===== config.mk =====
export PLATFORM = sky130hd
export DESIGN_NAME = bcd_accumulator
export DESIGN_NICKNAME = d
export VERILOG_FILES = /design/src/rtl/bcd_accumulator.sv
export SDC_FILE = /design/constraint.sdc
export NUM_CORES = 1
export LEC_CHECK = 0
export CAP_MARGIN = 25
export CORE_ASPECT_RATIO = 1.2
export CORE_UTILIZATION = 51
export CTS_CLUSTER_SIZE = 10
export DETAILED_ROUTE_END_ITERATION = 8
export GPL_ROUTABILITY_DRIVEN = 0
export PLACE_DENSITY = 0.79
export REMOVE_ABC_BUFFERS = 1
export SETUP_SLACK_MARGIN = 0.2
export SYNTH_ARGS = -nofsm -noshare
export SYNTH_HDL_FRONTEND = slang
export SYNTH_SLANG_ARGS = --single-unit

===== constraint.sdc =====
create_clock -name Clock -period 2.9 [get_ports Clock]
set_clock_uncertainty 0.1 [all_clocks]
set_input_delay 0.29 -clock Clock [delete_from_list [all_inputs] [get_ports Clock]]
set_output_delay 0.29 -clock Clock [all_outputs]
set_load 0.1 [all_outputs]

===== src/rtl/bcd_accumulator.sv =====
// Two-digit BCD accumulator: adds a BCD operand into Q one digit per cycle (IDLE->LO->HI->DONE).
// Define BCD_ACC_SAT_EN to saturate Q at 8'h99 on a hundreds carry instead of wrapping modulo 100.

module bcd_digit_add (
  input  logic [3:0] a,
  input  logic [3:0] b,
  input  logic       cin,
  output logic [3:0] sum,
  output logic       cout
);
  logic [4:0] raw;

  assign raw = {1'b0, a} + {1'b0, b} + {4'b0, cin};

  always_comb begin
    cout = (raw > 5'd9);
    sum  = cout ? 4'(raw - 5'd10) : raw[3:0];
  end
endmodule

module bcd_accumulator (
  input  logic       Clock,
  input  logic       Reset,
  input  logic       Clr,
  input  logic       Go,
  input  logic [7:0] DIN,
  output logic [7:0] Q,
  output logic       Busy,
  output logic       Done,
  output logic       Ovf,
  output logic       Err
);
  localparam int NUM_DIGITS = 2;

  typedef enum logic [1:0] {IDLE, LO, HI, DONE} state_t;

  state_t                         state;
  logic [7:0]                     op;
  logic                           c;
  logic [NUM_DIGITS-1:0][3:0]     dsum;
  logic [NUM_DIGITS-1:0]          dcout;
  logic                           din_ok;

  assign din_ok = (DIN[7:4] <= 4'd9) && (DIN[3:0] <= 4'd9);

  // Both digit adders run continuously; the FSM picks which result to commit.
  // The tens digit takes the carry latched during LO, not the live ones carry.
  for (genvar i = 0; i < NUM_DIGITS; i++) begin : g_dig
    bcd_digit_add u_dig (
      .a    (Q[4*i +: 4]),
      .b    (op[4*i +: 4]),
      .cin  ((i == 0) ? 1'b0 : c),
      .sum  (dsum[i]),
      .cout (dcout[i])
    );
  end

  always_ff @(posedge Clock) begin
    if (Reset) begin
      state <= IDLE;
      Q     <= 8'h00;
      op    <= 8'h00;
      c     <= 1'b0;
      Busy  <= 1'b0;
      Done  <= 1'b0;
      Ovf   <= 1'b0;
      Err   <= 1'b0;
    end else if (Clr) begin
      state <= IDLE;
      Q     <= 8'h00;
      c     <= 1'b0;
      Busy  <= 1'b0;
      Done  <= 1'b0;
      Ovf   <= 1'b0;
      Err   <= 1'b0;
    end else begin
      Done <= 1'b0;
      Err  <= 1'b0;
      case (state)
        IDLE: begin
          if (Go) begin
            if (din_ok) begin
              op    <= DIN;
              state <= LO;
              Busy  <= 1'b1;
            end else begin
              Err <= 1'b1;
            end
          end
        end
        LO: begin
          Q[3:0] <= dsum[0];
          c      <= dcout[0];
          state  <= HI;
        end
        HI: begin
          if (dcout[1]) begin
            Ovf <= 1'b1;
`ifdef BCD_ACC_SAT_EN
            Q <= 8'h99;
`else
            Q[7:4] <= dsum[1];
`endif
          end else begin
            Q[7:4] <= dsum[1];
          end
          state <= DONE;
          Done  <= 1'b1;
        end
        DONE: begin
          state <= IDLE;
          Busy  <= 1'b0;
        end
        default: begin
          state <= IDLE;
          Busy  <= 1'b0;
        end
      endcase
    end
  end
endmodule


==> run metrics <==
H-Tree Depth=1; clock period minus worst slack=2.56 ns; Die W=48.7 um; Crit path largest cell delay=0.53 ns; critical path arrival=2.68 ns; Reg clk slew, reported paths=0.13 ns; die area=2820 um^2; critical path's top delay family=adder cells; synthesized instance count=148; largest net degree at the start of global routing=14; Starting Density=0.561; Ant. Diodes=0; initial antenna violation count=0; worst vdd ir=0.000261 V; final hold vios=0; part of the cycle the worst path needs=0.883; Psw=155 uW; port bufs=23; cell-internal power=414 uW; Worst-Margin Slew=0.526 ns; Final Util=0.679; Comb power frac=0.160; Std-Cell Rows=19; Synth top area share=0.345; DR iter-0 viols=14; YS warnings=0; final WL=2.81 mm; Yosys cell types=33; antenna viol nets, final=0; residual DRC count=0; TritonCTS clock tree=built; R2R Setup Slk=0.34 ns; Final Setup Violations=0; drt wl/cell=13.8 um; final net count=203; register area share after synthesis=0.345; #FFs+latches synth=23; pwr/cell area=352 nW/um^2; outcome=finished, final reports clean; most numerous cell on the critical path=fa_2; layout cells sized above 1=0.151; drt first pass iters=4; setup repair after global routing missed its margin=no; most common cell after layout, fill and taps aside=dfxtp_1; vias=1126; Startpoint Class=register; Clock Latency Late Sink=0.31 ns; die height=58.0 um; max-cap violations=0; HPWL Detailed=2.17 mm; core footprint=2380 um^2; CTS max path bufs=2; syn avg cell area=9.01 um^2; sequential power share=0.575; synth top area cells=dfxtp_1, ha_1, mux2i_1; sw frac=0.272; most frequent cells in the layout=dfxtp_1, nor2_1, ha_1, buf_4, mux2i_1; Max Slew Vio Count=0; critical path's slowest cell=fa_2; CTS Hold Bufs=0; CP max FO=4; Hold WS=0.397 ns; worst path bufs/invs=2; first-pass GRT wire length=4.85 mm; Root Buffer Master=clkbuf_4; crit-path cells=fa_2 -> fa_2 -> inv_1 -> ha_2 -> nor2b_1 -> a31oi_1 -> nand3_1 -> buf_4 -> a21oi_2 -> o31ai_1; CTS Buf Count=3; Pwr Total=569 uW; area leader, netlist=dfxtp_1; Clk pwr share=0.264; gr usage total=0.223; Vias/cell=5.55; Fmax=0.390 GHz; relative slew slack=0.646; worst hold path class=register to register; Setup Crit Path Kind=register to register; Layout area overhead=21.1%; synthesized area=1330 um^2; total gr overflow=0; CP endpoint kind=register; CP required=3.02 ns; P_leak=0.000761 uW; Clock Sinks=23; vias in the first global route=1146; I/O pins=24
==> cell usage after synthesis, drive strengths merged <==
master	instances
dfxtp	23
a21oi	7
a21o	3
a21boi	1
nor2	16
nand3	4
a32oi	1
o31ai	1
o211ai	2
and2	3
and3	3
or2	1
or3	5
o21ai	11
a211oi	2
nor2b	1
nand3b	1
a311oi	1
nor3	2
xnor2	2
a41o	1
inv	6
mux2i	12
fa	3
ha	15
and4	1
a31oi	4
buf	2
nand2	10
a211o	1
clkbuf	3
==> flip-flops by register name, summed over array words and instances (netlist names) <==
name,cells
Q,8
op,8
state,2
Done,1
Busy,1
Ovf,1
Err,1
c,1
==> area by class of cell <==
type,instances,area (um^2)
clock buffers,3,22.5
flip-flops and latches,23,462
multi-input cells,114,850
clock inverters,1,5.00
repair buffers,25,215
well taps,31,38.8
fillers,201,762
inverters,6,22.5
==> path summary, 6_finish.rpt <==
check | cells past startpoint | from | endpoint
worst max-delay path | 10 | Q[4] | Q[5]
worst min-delay path | 2 | Busy | Busy
worst max register to register | 10 | Q[4] | Q[5]
worst min register to register | 2 | Busy | Busy
==> cells by family (layout without fill, tap and decap cells) <==
| family | count (synthesis) | in the layout | synth area share |
|---|---|---|---|
| AND/OR/NAND/NOR | 47 | 47 | 0.169 |
| AO/OA/AOI/OAI | 35 | 35 | 0.165 |
| flip-flops | 23 | 23 | 0.345 |
| adder cells (fa/ha/maj) | 18 | 18 | 0.186 |
| multiplexers | 12 | 12 | 0.0901 |
| buffers and inverters | 11 | 35 | 0.0319 |
| XOR/XNOR | 2 | 2 | 0.0131 |
==> through the flow <==
| stage | instance area (um^2) | instances | TNS (ns) | worst slack [ns] |
|---|---|---|---|---|
| 6_report | 1620 | 203 | 0 | 0.338 |
| 3_3_place_gp | 1560 | 198 | 0 | 0.294 |
| 2_1_floorplan | 1310 | 143 | -0.110 | -0.110 |
| 5_1_grt | 1620 | 203 | 0 | 0.206 |
| 3_5_place_dp | 1560 | 198 | 0 | 0.187 |
| 4_1_cts | 1600 | 203 | 0 | 0.228 |
==> power groups by stage <==
stage,clock network [uW],logic [uW],registers (uW)
after CTS,159,89.8,327
after floorplan,0,43.9,346
after detailed placement,0,89.0,334
final,150,91.2,327
after global routing,167,100,328
after global placement,0,86.2,334
==> what timing repair did <==
| action | in CTS | in global routing |
|---|---|---|
| buffers inserted | 1 | 0 |
| pin swaps | 1 | 2 |
| resized for setup | 0 | 6 |
| setup endpoints to repair | 1 | 3 |
==> worst min-delay path, delay by kind of cell, from the launching register on <==
kind / cells / cell delay (ns)
AO/OA/AOI/OAI: 2 / 0.13
flip-flops: 1 / 0.33
==> layer usage <==
metal	GRT usage	up-vias	wire, um
li1	-	580	-
met1	0.248	521	1210
met2	0.419	21	1480
met3	0.0341	4	84
met4	0.0966	0	31
met5	0	-	0
No activity file was read; power rests on OpenSTA's default activity.
